<file path="src/rtl/alu_seq_mc.sv">
// alu_seq_mc: parametrised multicycle ALU with NZCV flags and iterative shifts.
// Optional iterative shift-and-add multiplier enabled by defining ALU_MUL_EN;
// without it, opcode 1100 behaves as PASS and completes in one cycle.
module alu_seq_mc #(
  parameter int WIDTH = 8
) (
  input  logic             clk,
  input  logic             rst_n,
  input  logic             start,
  input  logic [3:0]       alu_control,
  input  logic [WIDTH-1:0] in_a,
  input  logic [WIDTH-1:0] in_b,
  input  logic             flag_write,
  output logic [WIDTH-1:0] result,
  output logic [3:0]       flags,
  output logic             busy,
  output logic             done
);

  localparam int SHW = $clog2(WIDTH);

  localparam logic [3:0] OP_ADD  = 4'b0000;
  localparam logic [3:0] OP_SUB  = 4'b0001;
  localparam logic [3:0] OP_AND  = 4'b0010;
  localparam logic [3:0] OP_ORR  = 4'b0011;
  localparam logic [3:0] OP_EOR  = 4'b0100;
  localparam logic [3:0] OP_CLR  = 4'b0101;
  localparam logic [3:0] OP_MOV  = 4'b0110;
  localparam logic [3:0] OP_LSL  = 4'b1000;
  localparam logic [3:0] OP_LSR  = 4'b1001;
  localparam logic [3:0] OP_ASR  = 4'b1010;
  localparam logic [3:0] OP_ROR  = 4'b1011;
`ifdef ALU_MUL_EN
  localparam logic [3:0] OP_MUL  = 4'b1100;
`endif

  typedef enum logic [1:0] {
    IDLE = 2'd0,
    RUN  = 2'd1,
    DONE = 2'd2
  } state_t;

  state_t           state;
  logic [3:0]       op_q;
  logic             fw_q;
  logic [WIDTH-1:0] work_q;
  logic [SHW:0]     count;

`ifdef ALU_MUL_EN
  logic [WIDTH-1:0] mplr_q;
  logic [WIDTH-1:0] acc_q;
  logic [WIDTH-1:0] acc_next;
`endif

  logic [WIDTH:0]   sum_ext;
  logic [WIDTH:0]   diff_ext;
  logic [SHW-1:0]   shamt;
  logic             start_shift;
  logic [WIDTH-1:0] imm_result;
  logic             imm_c;
  logic             imm_v;
  logic [WIDTH-1:0] run_result;
  logic             run_c;

  assign sum_ext     = {1'b0, in_a} + {1'b0, in_b};
  assign diff_ext    = {1'b0, in_a} - {1'b0, in_b};
  assign shamt       = in_b[SHW-1:0];
  assign start_shift = (alu_control[3:2] == 2'b10) && (shamt != '0);

  // Single-cycle result and C/V for ops that finish straight from IDLE
  always_comb begin
    imm_result = in_a;
    imm_c      = flags[1];
    imm_v      = flags[0];
    case (alu_control)
      OP_ADD: begin
        imm_result = sum_ext[WIDTH-1:0];
        imm_c      = sum_ext[WIDTH];
        imm_v      = (in_a[WIDTH-1] == in_b[WIDTH-1]) &&
                     (sum_ext[WIDTH-1] != in_a[WIDTH-1]);
      end
      OP_SUB: begin
        imm_result = diff_ext[WIDTH-1:0];
        imm_c      = ~diff_ext[WIDTH];
        imm_v      = (in_a[WIDTH-1] != in_b[WIDTH-1]) &&
                     (diff_ext[WIDTH-1] != in_a[WIDTH-1]);
      end
      OP_AND:  imm_result = in_a & in_b;
      OP_ORR:  imm_result = in_a | in_b;
      OP_EOR:  imm_result = in_a ^ in_b;
      OP_CLR:  imm_result = '0;
      OP_MOV:  imm_result = in_b;
      default: imm_result = in_a;
    endcase
  end

`ifdef ALU_MUL_EN
  // Shift-and-add partial sum for the current multiplier bit
  always_comb begin
    acc_next = acc_q + (mplr_q[0] ? work_q : '0);
  end
`endif

  // One iteration of the running operation and the carry it would produce
  always_comb begin
    run_result = work_q;
    run_c      = flags[1];
    case (op_q)
      OP_LSL: begin
        run_result = {work_q[WIDTH-2:0], 1'b0};
        run_c      = work_q[WIDTH-1];
      end
      OP_LSR: begin
        run_result = {1'b0, work_q[WIDTH-1:1]};
        run_c      = work_q[0];
      end
      OP_ASR: begin
        run_result = {work_q[WIDTH-1], work_q[WIDTH-1:1]};
        run_c      = work_q[0];
      end
      OP_ROR: begin
        run_result = {work_q[0], work_q[WIDTH-1:1]};
        run_c      = work_q[0];
      end
`ifdef ALU_MUL_EN
      OP_MUL: begin
        run_result = acc_next;
        run_c      = flags[1];
      end
`endif
      default: begin
        run_result = work_q;
        run_c      = flags[1];
      end
    endcase
  end

  // Control FSM with registered result, flags, busy and done
  always_ff @(posedge clk) begin
    if (!rst_n) begin
      state  <= IDLE;
      op_q   <= '0;
      fw_q   <= 1'b0;
      work_q <= '0;
      count  <= '0;
      result <= '0;
      flags  <= 4'b0000;
      busy   <= 1'b0;
      done   <= 1'b0;
`ifdef ALU_MUL_EN
      mplr_q <= '0;
      acc_q  <= '0;
`endif
    end else begin
      case (state)
        IDLE: begin
          done <= 1'b0;
          busy <= 1'b0;
          if (start) begin
            op_q <= alu_control;
            fw_q <= flag_write;
            busy <= 1'b1;
            if (start_shift) begin
              state  <= RUN;
              count  <= {1'b0, shamt};
              work_q <= in_a;
            end
`ifdef ALU_MUL_EN
            else if (alu_control == OP_MUL) begin
              state  <= RUN;
              count  <= (SHW+1)'(WIDTH);
              work_q <= in_a;
              mplr_q <= in_b;
              acc_q  <= '0;
            end
`endif
            else begin
              state  <= DONE;
              done   <= 1'b1;
              result <= imm_result;
              if (flag_write) begin
                flags <= {imm_result[WIDTH-1], (imm_result == '0), imm_c, imm_v};
              end
            end
          end
        end
        RUN: begin
          count <= count - (SHW+1)'(1);
`ifdef ALU_MUL_EN
          if (op_q == OP_MUL) begin
            acc_q  <= acc_next;
            work_q <= {work_q[WIDTH-2:0], 1'b0};
            mplr_q <= {1'b0, mplr_q[WIDTH-1:1]};
          end else begin
            work_q <= run_result;
          end
`else
          work_q <= run_result;
`endif
          if (count == (SHW+1)'(1)) begin
            state  <= DONE;
            done   <= 1'b1;
            result <= run_result;
            if (fw_q) begin
              flags <= {run_result[WIDTH-1], (run_result == '0), run_c, flags[0]};
            end
          end
        end
        DONE: begin
          state <= IDLE;
          busy  <= 1'b0;
          done  <= 1'b0;
        end
        default: begin
          state <= IDLE;
          busy  <= 1'b0;
          done  <= 1'b0;
        end
      endcase
    end
  end

endmodule

</file>
<file path="config.mk">
export PLATFORM = sky130hd
export DESIGN_NAME = alu_seq_mc
export DESIGN_NICKNAME = d
export VERILOG_FILES = /design/src/rtl/alu_seq_mc.sv
export SDC_FILE = /design/constraint.sdc
export NUM_CORES = 1
export LEC_CHECK = 0
export CORE_ASPECT_RATIO = 0.8
export CORE_MARGIN = 2
export CORE_UTILIZATION = 35
export DETAILED_ROUTE_END_ITERATION = 16
export HOLD_SLACK_MARGIN = 0.03
export PLACE_DENSITY_LB_ADDON = 0.12
export SLEW_MARGIN = 20
export SYNTH_ARGS = -nofsm -noshare
export SYNTH_HDL_FRONTEND = slang
export SYNTH_SLANG_ARGS = --single-unit
</file>
<file path="constraint.sdc">
create_clock -name clk -period 2.1 [get_ports clk]
set_clock_uncertainty 0.15 [all_clocks]
set_input_delay 0.21 -clock clk [delete_from_list [all_inputs] [get_ports clk]]
set_output_delay 0.21 -clock clk [all_outputs]
set_load 0.03 [all_outputs]
</file>
==> impl_metrics.ini <==
[global_route]
grt_pass1_vias = 3429
grt.busiest_layer = met2
met2_usage_pct = 38.3
grt_overflow = 0
grt.total_usage_pct = 24.7
met3_usage_pct = 3.61
gr-usage-met1_pct = 36.6
antenna_found_initial = 0
grt_pass1_wl_um = 18400
grt_max_degree = 35

[synthesis]
synth_area_leaders = dfxtp_1, ha_1, o21ai_0
yosysUniqueCellTypes = 73
ys.flop_type = dfxtp_1
ys_seq_area_share_pct = 21.0
syn_area_um2 = 3140
ys_ff_latch = 33
syn_avg_cell_area_um2 = 7.84
yosysTopAreaCell = dfxtp_1
yosys-top-cells-count = nand2_1, dfxtp_1, o21ai_0
synth_edf_count = 0
synth_warnings = 0
yosysMostFrequentCell = nand2_1
synth_cells = 401
syn-num-nets = 453
async_reset_ff_share_pct = 0
synth_top_area_share_pct = 21.0

[run_status]
status = complete, but fails checks
violations = setup timing

[power_and_ir_drop]
power_frac_comb_pct = 47.2
power_frac_seq_pct = 30.8
internal_power_mw = 1.46
pwr-share-clk_pct = 22.1
p_sw_mw = 0.831
power_leakage_nw = 2.16
powerDensity_nw_per_um2 = 454
swShare_pct = 36.2
ir_drop_uv = 251
power.total_mw = 2.30

[sta]
slew_viol_final = 0
whs_ns = 0.178
fin_ws_ns = -0.135
fmax_ghz = 0.447
fin_tns_setup_ns = -0.268
slew_headroom_pct = 74.4
hold_viol = 0
finalSetupViolCount = 4
rsz0062_at_grt = true
finalCritPeriodShare_pct = 106
worstMarginPinSlew_ns = 0.385
period_minus_slack_ns = 2.23

[setup_path]
critical_path_class = in -> reg
worstSetupEndpointType = register
regToRegSetupSlack_ns = 0.08
cp_data_required_time_ns = 2.13
critical_path_arrival_ns = 2.27
critical_path.max_fanout = 3
crit_path_start_kind = input pin

[clocking]
cts_root_buffer = clkbuf_8
cts-htree-levels = 2
cts_buffers = 5
cts_num_sinks = 33
clk_latency_ns = 0.29
path_clk_slew_ns = 0.07
hold_buffers = 0
cts_tree = done
cts_buffer_depth = 2

[cells_and_area]
instances_no_fill = 664
nFillCells = 799
final_area_um2 = 5050
fin_util_pct = 58.8
synthToLayoutAreaGrowth_pct = 60.8
layout-drive-gt1-share_pct = 42.0
nets = 604
antennaDiodeCount = 0

[route]
detail-route-antenna-nets = 0
routed_via_density = 5.38
drc_errors = 0
routedWlPerCell_um = 18.1
drt-initial-drc-count = 247
drt_wl_total_um = 12000
vias = 3570
drt_pass1_iterations = 5

[placed_design]
dpl.cell_count = 635
dp_slack_ns = -0.913
io_buffers = 37
dpl.hpwl_um = 8870
place_area_um2 = 4360
gp_congestion = 0.914

[die]
coreArea_um2 = 8600
rows = 30
die_x_um = 110
io_pins = 38
die_h_um = 88.8
start_util_pct = 36.6
design.die.area_um2 = 9760

[flow_run]
drv_cap = 0

[min_path]
hold_path_class = in -> reg
==> power groups by stage <==
stage	registers, mW	clock network, mW	logic [mW]
3_3_place_gp	0.719	0	0.889
5_1_grt	0.712	0.543	1.17
2_1_floorplan	0.753	0	0.448
6_report	0.707	0.507	1.08
3_5_place_dp	0.720	0	0.893
4_1_cts	0.706	0.514	0.981
==> cell type report <==
| class | instances | area [µm²] | area share [%] |
|---|---|---|---|
| multi-input combinational | 311 | 2640 | 52.3 |
| sequential | 33 | 661 | 13.1 |
| clock buffer | 7 | 86.3 | 1.71 |
| tap | 112 | 140 | 2.77 |
| timing repair buffer | 169 | 1400 | 27.7 |
| inverter | 32 | 125 | 2.48 |
==> path summary, 6_finish.rpt <==
path | startpoint | to | cells after the start
worst min register to register | result[7] | result[7] | 2
worst max register to register | op_q[0] | flags[2] | 7
worst min-delay path | in_a[0] | work_q[0] | 3
worst max-delay path | in_b[0] | flags[2] | 12
==> sequential cells by signal (all words and copies together) (netlist names), 2 cells and up <==
signal	flops
flags	4
count	4
state	2
op_q	4
result	8
work_q	8
==> repair_timing <==
item                       CTS  global route
pin swaps                   23            39
cloned                       0             0
resized for setup           81            65
buffers inserted            12            12
setup endpoints to repair   13            16
==> critical path, cell delays in order <==
cell	delay [ns]
buf_8	0.10
buf_6	0.11
ha_4	0.15
fa_2	0.57
nor3b_4	0.16
a31oi_1	0.06
or3_1	0.33
a32oi_2	0.20
buf_4	0.14
nor4_2	0.03
nand4_1	0.13
o41ai_2	0.07
==> cells by family after synthesis <==
group / Yosys count / share of synthesized area (%)
and+or+nand+nor: 130 / 22.9
DFF: 33 / 21.0
adders and majority gates: 28 / 11.6
xor gates and xnor gates: 5 / 1.39
AOI/OAI and AO/OA: 132 / 29.4
muxes: 16 / 5.14
buffers and inverters: 57 / 8.56
==> layout by cell type, fill, tap and decap left out, types with 3 or more instances in the layout <==
cell type | synthesis | layout
a211oi_2 | 0 | 4
mux2i_1 | 15 | 14
a21oi_2 | 1 | 5
a21boi_0 | 5 | 3
and2_1 | 4 | 4
o221ai_1 | 3 | 3
ha_2 | 0 | 4
a21oi_1 | 19 | 15
nand3b_1 | 3 | 3
nand3_1 | 8 | 8
inv_2 | 2 | 9
dlymetal6s2s_1 | 0 | 3
a21boi_1 | 1 | 3
clkdlybuf4s50_1 | 0 | 20
buf_6 | 4 | 10
o211ai_1 | 7 | 7
ha_1 | 26 | 11
a31oi_1 | 15 | 13
nor2b_1 | 9 | 9
o21a_1 | 4 | 4
nand2b_1 | 10 | 9
nor3b_2 | 2 | 3
o21ai_0 | 33 | 26
clkbuf_8 | 0 | 6
buf_12 | 0 | 3
buf_4 | 2 | 119
nor3_1 | 9 | 6
clkbuf_2 | 1 | 7
dfxtp_1 | 33 | 33
nand2_1 | 34 | 32
xnor2_1 | 5 | 5
nor2_1 | 25 | 23
o21ai_1 | 1 | 6
ha_4 | 0 | 11
o22ai_1 | 4 | 3
inv_1 | 30 | 21
==> layer usage <==
layer / vias up / wire length [µm]
met5: - / 0
met4: 0 / 106
met3: 12 / 667
met2: 87 / 5260
met1: 1699 / 5960
li1: 1772 / -
No activity file was read; power rests on OpenSTA's default activity.
